## config.mk

```make
export PLATFORM = sky130hd
export DESIGN_NAME = axi_rd_responder
export DESIGN_NICKNAME = d
export VERILOG_FILES = /design/src/rtl/prefetcher_pkg.sv /design/src/rtl/rd_req_fifo.sv /design/src/rtl/axi_rd_responder.sv
export SDC_FILE = /design/constraint.sdc
export NUM_CORES = 1
export LEC_CHECK = 0
export CAP_MARGIN = 20
export CORE_AREA = 4 4 413 415
export CTS_BUF_LIST = sky130_fd_sc_hd__clkbuf_8
export DETAILED_ROUTE_END_ITERATION = 16
export DIE_AREA = 0 0 417 419
export HOLD_SLACK_MARGIN = 0.03
export SETUP_SLACK_MARGIN = 0.02
export SLEW_MARGIN = 0
export SYNTH_ARGS = -nofsm -noshare
export SYNTH_HDL_FRONTEND = slang
export SYNTH_SLANG_ARGS = --single-unit
```

## constraint.sdc

```tcl
create_clock -name clk -period 9.8 [get_ports clk]
set_input_delay 1.47 -clock clk [delete_from_list [all_inputs] [get_ports clk]]
set_output_delay 1.47 -clock clk [all_outputs]
set_load 0.01 [all_outputs]
```

## src/rtl/prefetcher_pkg.sv

```systemverilog
// Shared types for the prefetcher read-side responder: queued request entry,
// response FSM states and the page-aware latency select.
package prefetcher_pkg;

    localparam int unsigned RSP_ADDR_W  = 16;
    localparam int unsigned RSP_LEN_W   = 8;
    localparam int unsigned RSP_TID_W   = 8;
    localparam int unsigned RSP_DELAY_W = 7;

    typedef struct packed {
        logic [RSP_ADDR_W-1:0] addr;
        logic [RSP_LEN_W-1:0]  len;
        logic [RSP_TID_W-1:0]  id;
    } rd_req_t;

    typedef struct packed {
        rd_req_t                req;
        logic [RSP_DELAY_W-1:0] countdown;
    } rd_entry_t;

    typedef enum logic {
        RSP_IDLE,
        RSP_BURST
    } rsp_state_t;

    function automatic logic [RSP_DELAY_W-1:0] select_delay(
        input logic                   page_hit,
        input logic [RSP_DELAY_W-1:0] short_delay,
        input logic [RSP_DELAY_W-1:0] long_delay
    );
        return page_hit ? short_delay : long_delay;
    endfunction

endpackage

```

## src/rtl/rd_req_fifo.sv

```systemverilog
// In-order circular queue of outstanding read requests; every stored entry
// carries its own latency countdown so latencies overlap across requests.
module rd_req_fifo
    import prefetcher_pkg::*;
#(
    parameter int unsigned LOG_QUEUE_SIZE = 4
) (
    input  logic                   clk,
    input  logic                   resetN,
    input  logic                   push,
    input  rd_req_t                push_req,
    input  logic [RSP_DELAY_W-1:0] push_delay,
    input  logic                   pop,
    output rd_req_t                head,
    output logic                   head_ready,
    output logic                   next_ready,
    output logic                   space_next
);

    localparam int unsigned DEPTH = 1 << LOG_QUEUE_SIZE;
    localparam int unsigned CNT_W = LOG_QUEUE_SIZE + 1;
    localparam logic [RSP_DELAY_W-1:0] DUE = RSP_DELAY_W'(1);

    rd_entry_t mem [DEPTH];

    logic [LOG_QUEUE_SIZE-1:0] head_ptr;
    logic [LOG_QUEUE_SIZE-1:0] tail_ptr;
    logic [LOG_QUEUE_SIZE-1:0] next_ptr;
    logic [CNT_W-1:0]          count;
    logic [CNT_W-1:0]          count_nxt;

    always_comb begin
        count_nxt = count;
        if (push && !pop) begin
            count_nxt = count + CNT_W'(1);
        end else if (pop && !push) begin
            count_nxt = count - CNT_W'(1);
        end
    end

    assign next_ptr   = head_ptr + LOG_QUEUE_SIZE'(1);
    assign head       = mem[head_ptr].req;
    assign space_next = (count_nxt < CNT_W'(DEPTH));

    // "Ready" means the countdown reaches zero at the coming edge, so the
    // responder can start the burst on exactly that edge.
    assign head_ready = (count != '0) && (mem[head_ptr].countdown <= DUE);
    assign next_ready = (count > CNT_W'(1)) && (mem[next_ptr].countdown <= DUE);

    always_ff @(posedge clk or negedge resetN) begin
        if (!resetN) begin
            head_ptr <= '0;
            tail_ptr <= '0;
            count    <= '0;
        end else begin
            count <= count_nxt;
            if (push) begin
                tail_ptr <= tail_ptr + LOG_QUEUE_SIZE'(1);
            end
            if (pop) begin
                head_ptr <= next_ptr;
            end
        end
    end

    // Stale slots also count down; they are never observed because readiness
    // is gated by the occupancy count, and a push reloads the slot.
    always_ff @(posedge clk) begin
        for (int unsigned i = 0; i < DEPTH; i++) begin
            if (mem[i].countdown != '0) begin
                mem[i].countdown <= mem[i].countdown - DUE;
            end
        end
        if (push) begin
            mem[tail_ptr] <= '{req: push_req, countdown: push_delay};
        end
    end

endmodule

```

## src/rtl/axi_rd_responder.sv

```systemverilog
// AXI4 read responder standing in for DRAM: in-order bursts after a page-aware
// latency, with each beat's data being its own address replicated over the bus.
module axi_rd_responder
    import prefetcher_pkg::*;
#(
    parameter int unsigned ADDR_BITS            = 16,
    parameter int unsigned TID_WIDTH            = 8,
    parameter int unsigned BURST_LEN_WIDTH      = 8,
    parameter int unsigned LOG_BLOCK_DATA_BYTES = 7,
    parameter int unsigned LOG_QUEUE_SIZE       = 4,
    parameter int unsigned PAGE_OFFSET_WIDTH    = 8,
    parameter int unsigned DELAY_WIDTH          = 7,
    parameter int unsigned SHORT_DELAY          = 80,
    parameter int unsigned LONG_DELAY           = 100
) (
    input  logic                                   clk,
    input  logic                                   resetN,
    input  logic                                   s_ar_valid,
    output logic                                   s_ar_ready,
    input  logic [ADDR_BITS-1:0]                   s_ar_addr,
    input  logic [BURST_LEN_WIDTH-1:0]             s_ar_len,
    input  logic [TID_WIDTH-1:0]                   s_ar_id,
    output logic                                   s_r_valid,
    input  logic                                   s_r_ready,
    output logic                                   s_r_last,
    output logic [(8<<LOG_BLOCK_DATA_BYTES)-1:0]   s_r_data,
    output logic [TID_WIDTH-1:0]                   s_r_id,
    output logic [1:0]                             s_r_resp
);

    localparam int unsigned DATA_WIDTH = 8 << LOG_BLOCK_DATA_BYTES;
    localparam int unsigned ADDR_REPL  = DATA_WIDTH / ADDR_BITS;

    logic                       ar_ready;
    logic                       accept;
    logic [ADDR_BITS-1:0]       ar_page;
    logic [ADDR_BITS-1:0]       last_page;
    logic                       page_valid;
    rd_req_t                    push_req;
    logic [DELAY_WIDTH-1:0]     push_delay;

    rd_req_t                    head;
    logic                       head_ready;
    logic                       next_ready;
    logic                       space_next;
    logic                       pop;

    rsp_state_t                 state;
    rsp_state_t                 state_nxt;
    logic [BURST_LEN_WIDTH-1:0] beat;
    logic [BURST_LEN_WIDTH-1:0] beat_nxt;
    logic                       beat_last;
    logic [ADDR_BITS-1:0]       beat_addr;

    assign accept     = s_ar_valid && ar_ready;
    assign s_ar_ready = ar_ready;
    assign ar_page    = s_ar_addr >> PAGE_OFFSET_WIDTH;

    assign push_req   = '{addr: s_ar_addr, len: s_ar_len, id: s_ar_id};
    assign push_delay = select_delay(page_valid && (ar_page == last_page),
                                     DELAY_WIDTH'(SHORT_DELAY),
                                     DELAY_WIDTH'(LONG_DELAY));

    rd_req_fifo #(
        .LOG_QUEUE_SIZE (LOG_QUEUE_SIZE)
    ) u_fifo (
        .clk        (clk),
        .resetN     (resetN),
        .push       (accept),
        .push_req   (push_req),
        .push_delay (push_delay),
        .pop        (pop),
        .head       (head),
        .head_ready (head_ready),
        .next_ready (next_ready),
        .space_next (space_next)
    );

    // Ready reflects the occupancy after this edge, so a same-cycle pop
    // never lets an accept through into a full queue.
    always_ff @(posedge clk or negedge resetN) begin
        if (!resetN) begin
            ar_ready   <= 1'b0;
            last_page  <= '0;
            page_valid <= 1'b0;
        end else begin
            ar_ready <= space_next;
            if (accept) begin
                last_page  <= ar_page;
                page_valid <= 1'b1;
            end
        end
    end

    always_ff @(posedge clk or negedge resetN) begin
        if (!resetN) begin
            state <= RSP_IDLE;
            beat  <= '0;
        end else begin
            state <= state_nxt;
            beat  <= beat_nxt;
        end
    end

    assign beat_last = (beat == head.len);

    // On the final beat, chain straight into the next entry if its latency
    // has already run out, so consecutive bursts have no idle cycle.
    always_comb begin
        state_nxt = state;
        beat_nxt  = beat;
        pop       = 1'b0;
        case (state)
            RSP_IDLE: begin
                if (head_ready) begin
                    state_nxt = RSP_BURST;
                    beat_nxt  = '0;
                end
            end
            RSP_BURST: begin
                if (s_r_ready) begin
                    if (beat_last) begin
                        pop      = 1'b1;
                        beat_nxt = '0;
                        if (!next_ready) begin
                            state_nxt = RSP_IDLE;
                        end
                    end else begin
                        beat_nxt = beat + BURST_LEN_WIDTH'(1);
                    end
                end
            end
        endcase
    end

    assign beat_addr = head.addr + (ADDR_BITS'(beat) << LOG_BLOCK_DATA_BYTES);

    assign s_r_valid = (state == RSP_BURST);
    assign s_r_last  = s_r_valid && beat_last;
    assign s_r_id    = s_r_valid ? head.id : '0;
    assign s_r_data  = s_r_valid ? {ADDR_REPL{beat_addr}} : '0;
    assign s_r_resp  = '0;

endmodule
```

Yosys cells after proc, flatten, opt, wreduce, memory -nomap -nowiden. Memory sizes are Yosys's and may differ from the RTL's. Index checks and enable logic that the tools add are counted.

Word-level logic and storage cells: 118. Memory bits (writable): 624. Input port bits: 36. Latch bits: 0. Output and inout port bits: 1037. Memories kept: 1. Register bits: 32. ROM bits: 0.

Memory list: u_fifo.mem (words 16, width 39, read ports 18, clocked after Yosys merged registers in 0, wr ports 17, line rd_req_fifo.sv:24) `rd_entry_t mem [DEPTH];`.

Equality and inequality tests: 4. Shifts and indexed selects: 0. Bitwise gates (word level): 1. Divide/modulo/power cells: 0. Muxes and demuxes: 51. Reductions and logical operators: 27. $mul: 0. Add/sub/neg operators: 22. $lt $le $gt $ge: 4.

Operators by type and width (number): 1024-bit 2-to-1 mux (1); 7-bit nonzero test (16); 7-bit by 1-bit subtractor with 7-bit output, second input constant (16); 1-bit 2-to-1 mux (41); 8-bit 2-to-1 mux (4); 16-bit by 15-bit adder with 16-bit output (1); 8-bit == test (2); 8-bit one-hot mux with 2 select lines (1); 7-bit by 1-bit less-or-equal comparator with 1-bit output, second input constant (2); 5-bit 2-to-1 mux (2); 4-bit by 1-bit adder with 4-bit output, second input constant (2); 8-bit by 1-bit adder with 8-bit output, second input constant (1); 1-bit logical AND (7); 6-bit 2-to-1 mux (1); 5-bit by 1-bit adder with 5-bit output, second input constant (1); 5-bit by 1-bit greater-than comparator with 1-bit output, second input constant (1); 5-bit less-than comparator, second input constant (1); 5-bit nonzero test (1); 5-bit by 1-bit subtractor with 5-bit output, second input constant (1); 2-bit inequality test, second input constant (2); 1-bit zero test (2); 1-bit one-hot mux with 2 select lines (1); 2-bit AND reduction (1); 1-bit inverter (1).

Longest topological paths before layout. An unclocked memory read counts as a cell.

Word-level depth: 9. Depth in mapped cells: 19. Mapped depth without buffers: 13.

By module. From an unflattened synthesis, not the netlist that was laid out.

Cells, all modules: 2722. Area total of the unflattened synthesis: 35974.5 sq um.

By module, submodules not included: rd_req_fifo (sequential area each 19063.3 sq um, instances 1, cells each 1544, area each 26878.3 sq um); axi_rd_responder (sequential area each 475.5 sq um, instances 1, cells each 1178, area each 9096.2 sq um).

Worst setup path after synthesis. Ideal clock, no wire load.

Path kind: reg-to-output. From: reg u_fifo.head_ptr[0]. To: out s_r_data[1007]. Setup slack: 527 ps. Required time: 8330 ps. Cell stages (with the launch flop): 19. Buffers on the path: 6. Data arrival time: 7803 ps. Cell sequence: dfrtp_1 > buf_6 > buf_12 > buf_12 > buf_2 > buf_2 > mux4_2 > mux4_2 > ha_1 > inv_1 > fa_1 > nor2b_1 > o21ai_0 > a21boi_0 > o21ai_0 > a21oi_1 > o21ai_0 > nor3b_1 > buf_4.

Word-level cells in the longest chain between the ends: 3.

Ends and longest elaborated chain: from (decl) (line rd_req_fifo.sv:26) `logic [LOG_QUEUE_SIZE-1:0] head_ptr;`; from (signal assigned) (line rd_req_fifo.sv:61) `head_ptr <= next_ptr;`; memory 16 x 39 bit; 16-bit by 15-bit adder with 16-bit output (line axi_rd_responder.sv:136) `assign beat_addr = head.addr + (ADDR_BITS'(beat) << LOG_BLOCK_DATA_BYTES);`; 1024-bit 2-to-1 mux (line axi_rd_responder.sv:141) `assign s_r_data = s_r_valid ? {ADDR_REPL{beat_addr}} : '0;`; to (decl) (line axi_rd_responder.sv:26) `output logic [(8<<LOG_BLOCK_DATA_BYTES)-1:0] s_r_data,`.

Every way passes these cells.

Final worst setup path.
From: reg u_fifo.head_ptr[0]. To: out s_r_data[542].

The elaborated chain is that of the path after synthesis.

==> run summary <==
The flow ran to the end, and the final reports show no timing, DRC or antenna violations. The static leakage is 14.8 nW. The most critical setup path has its endpoint at s_r_data[542]. The part of the Yosys area used for sequential elements is 53.2%, and the post-cts gate resize count is 0. The flop and latch count out of synthesis was 656. The post-route netlist has 12.4% of its cells at a drive strength greater than 1.

The run gives 0 as the number of max-slew violations in the final report. In the routed design, unresolved DRC markers number 0. In this run the deepest clock path goes through 3 buffers.

In this run the worst hold path is classified as flip-flop to flip-flop. The starting utilization of the core area came out at 21.3%. The max capacitance violation total was 0; the arrival time at the worst endpoint was 5860 ps. The first TritonRoute pass finished after 5 iterations. The detailed router finished its first iteration with 1489 violations. Ranked by instance count, the synthesized netlist is headed by sky130_fd_sc_hd__buf_4 (1017), sky130_fd_sc_hd__edfxtp_1 (560), sky130_fd_sc_hd__mux4_2 (131). Post-CTS setup buffer count: 0. The floorplan has 150 rows. The worst reg2reg path startpoint is u_fifo.head_ptr[0]. The area taken by flip-flops and latches came out at 18900 sq um. The logs give 0 for the count of hold buffers inserted by post-cts repair and 64.0 mm for the detailed-placement wirelength estimate. The minimum clock period after layout was 7330 ps; the global-route wire length before repair was 140 mm. Ranked by total cell area, the synthesized netlist is headed by sky130_fd_sc_hd__edfxtp_1 (47%), sky130_fd_sc_hd__buf_4 (21%), sky130_fd_sc_hd__mux4_2 (8.3%).

Pin placement for this block handled 1073 I/O pins. The port buffer count works out to 1070. TritonCTS built the clock tree. Of all nets on the critical path, the largest fanout is 64.

The peak clock frequency supported by timing was 137 MHz. The clock root buffer master was sky130_fd_sc_hd__clkbuf_8. By startpoint and endpoint, the worst setup path is classified as flip-flop to primary output. The final routed wirelength across all metal layers was 101 mm; the largest clock skew in the final design was 35.2 ps. In the final routed layout, each cell accounts on average for 19.5 um. The number of antenna violations at the first check in global routing came out at 12.

The die covers 175000 sq um. The tree built by TritonCTS fans out to 656 sinks. The insertion delay to the later sink of the worst-skew pair came out at 700 ps.

At the end of the flow the core is filled with cells to 26.1%. The sum of negative setup slack was 0 ps. The library cell with the largest summed area after synthesis is sky130_fd_sc_hd__edfxtp_1. Launching instance or port of the critical path: u_fifo.head_ptr[0].

Setup repair after global routing left no endpoint under its margin. Across all register-to-register paths, the minimum setup slack is 4810 ps. Clock-pin slew was measured on the worst setup and hold paths at 60 ps. Yosys instantiated no cell more often than sky130_fd_sc_hd__buf_4. Summed over its instances, the top area cell type makes up 47.3% of the synthesized netlist area. The logs give 102 for the clock buffer count from CTS and 2986 for the number of nets at the end of the flow. The run gives 0 as the count of endpoints failing hold in the final timing report. Measured along the y axis, the die boundary spans 419 um. A synthesized cell averages 12.8 sq um.

Entering global routing, the biggest net connects 65 pins. Relative slew slack: 30.1%. The worst setup path is captured at a primary output. The core region area is 167000 sq um.

From synthesis to final layout, the design area changed by 22.4%. After filler insertion, the fill cell instance count of the layout stands at 17.1k. The number of enable flip-flop cells after synthesis is 560. Across the VDD grid, the largest voltage drop is 0.345 mV. The multi-input logic area is 8480 sq um, and the maximum level of the CTS H-tree is 3. For this design the ratio of total power to cell area is 475 nW/um^2. Critical path launch point type: a flip-flop.

For the number of global-route vias before repair, the log shows 19.9k. Counting distinct cell types in the post-synthesis netlist gives 70. After synthesis, the share of flip-flops with an asynchronous set or reset is 4.88%.

The run gives 0 as the final-report setup violation count. At the pin with the least slew margin, the transition time is 1050 ps. The total vias in the final route came out at 20.6k. Dividing the final minimum period by the clock period gives 74.7%. The mapped netlist covers 35500 sq um. The count of antenna-violating nets left after detailed routing is 0. STA puts the critical path data required time at 8330 ps. Number of synthesis warnings: 0.

For the worst flop-to-flop path, the logic depth is 13. The cell count after synthesis is 2770. In the routed layout, each cell is associated on average with a via count of 3.96. The total global-route track usage was 10.7%; the horizontal die dimension was 417 um. The main flop type after synthesis is sky130_fd_sc_hd__edfxtp_1.

The weighted congestion reported at the end of routability-driven placement is 0.788. The endpoint identified for the worst register-to-register timing path is u_fifo.count[3]. The total congestion overflow was 0.
[cell families (layout without fill, tap and decap cells)]
kind of cell	Yosys count	count (layout)	synth area share, %
AND/OR/NAND/NOR	439	439	5.88
AO/OA/AOI/OAI	209	209	3.90
multiplexers	198	198	10.4
XOR/XNOR	82	82	2.02
other	1	10	0.0106
adder cells (fa/ha/maj)	38	38	1.36
buffers and inverters	1147	1369	23.2
flip-flops	656	656	53.2
[placed cells by master (no fill, tap or decap), types with 23 or more instances in the layout]
master,n
sky130_fd_sc_hd__inv_1,79
sky130_fd_sc_hd__a211oi_1,23
sky130_fd_sc_hd__a21oi_1,34
sky130_fd_sc_hd__dfrtp_1,28
sky130_fd_sc_hd__o21ai_0,34
sky130_fd_sc_hd__ha_1,37
sky130_fd_sc_hd__clkinv_1,27
sky130_fd_sc_hd__clkbuf_8,108
sky130_fd_sc_hd__nand2_1,114
sky130_fd_sc_hd__nand3_1,39
sky130_fd_sc_hd__edfxtp_1,560
sky130_fd_sc_hd__clkdlybuf4s50_1,1069
sky130_fd_sc_hd__mux2i_1,44
sky130_fd_sc_hd__nor3_1,54
sky130_fd_sc_hd__nor2_1,116
sky130_fd_sc_hd__mux4_2,131
sky130_fd_sc_hd__xnor2_1,61
sky130_fd_sc_hd__buf_4,40
sky130_fd_sc_hd__o22ai_1,44
sky130_fd_sc_hd__dfxtp_1,64
[layer usage]
layer | wire [um] | track usage (%) | vias to the layer above
met5 | 18 | 0 | -
met4 | 1950 | 2.95 | 4
met3 | 6020 | 1.93 | 133
met2 | 53200 | 19.2 | 830
met1 | 40300 | 13.0 | 10500
li1 | - | - | 9207
[worst min-delay path by stage]
stage,start,end,cells after the start
2_1_floorplan,page_valid,page_valid,1
3_3_place_gp,u_fifo.mem[7][6],u_fifo.mem[7][6],2
3_5_place_dp,u_fifo.mem[7][6],u_fifo.mem[7][6],2
4_1_cts,u_fifo.mem[7][6],u_fifo.mem[7][6],2
5_1_grt,u_fifo.mem[4][6],u_fifo.mem[4][6],2
6_report,u_fifo.mem[7][6],u_fifo.mem[7][6],2
[layout make-up]
cell class | instances | share of cell area, %
clock inverters | 77 | 1.31
clock buffers | 108 | 3.42
multi-input cells | 968 | 19.5
diodes | 8 | 0.0460
inverters | 74 | 0.638
repair buffers | 1110 | 25.3
well taps | 2204 | 6.34
flip-flops and latches | 656 | 43.5
[flip-flops by register name, indices dropped and copies added, names as in the netlist, named ones only]
signal	count
beat	8
last_page	8
page_valid	1
s_ar_ready	1
s_r_valid	1
u_fifo.count	4
u_fifo.head_ptr	4
u_fifo.mem	624
u_fifo.tail_ptr	4
[per-stage QoR]
| step | area, sq um | hold WS [ps] | cells | total power, mW | worst slack, ps |
|---|---|---|---|---|---|
| 2_1_floorplan | 35500 | 434 | 2771 | 14.9 | 527 |
| 3_3_place_gp | 41400 | 448 | 5012 | 18.5 | 2980 |
| 3_5_place_dp | 41400 | 455 | 5012 | 18.6 | 3050 |
| 4_1_cts | 43500 | 465 | 5197 | 21.0 | 2270 |
| 5_1_grt | 43500 | 495 | 5198 | 21.7 | 2070 |
| 6_report | 43500 | 465 | 5205 | 20.7 | 2470 |
[critical path, cell delays in order, from the launching register on]
cell,delay (ps)
sky130_fd_sc_hd__dfrtp_4,890
sky130_fd_sc_hd__mux4_2,580
sky130_fd_sc_hd__mux4_2,500
sky130_fd_sc_hd__ha_1,290
sky130_fd_sc_hd__a21o_1,180
sky130_fd_sc_hd__a21oi_1,220
sky130_fd_sc_hd__o21ai_0,110
sky130_fd_sc_hd__a21oi_1,220
sky130_fd_sc_hd__o21ai_0,130
sky130_fd_sc_hd__a21oi_1,280
sky130_fd_sc_hd__mux2i_4,270
sky130_fd_sc_hd__buf_4,640
sky130_fd_sc_hd__clkdlybuf4s50_1,690
[power by group]
group          total (mW)  switching [mW]  internal (mW)  leakage [nW]
Sequential           3.98           0.383           3.60          6.07
Combinational        14.3            6.66           7.68          7.62
Clock                2.33            1.07           1.26          1.12
Total                20.7            8.12           12.5          14.8
(Power assumes the default switching activity.)
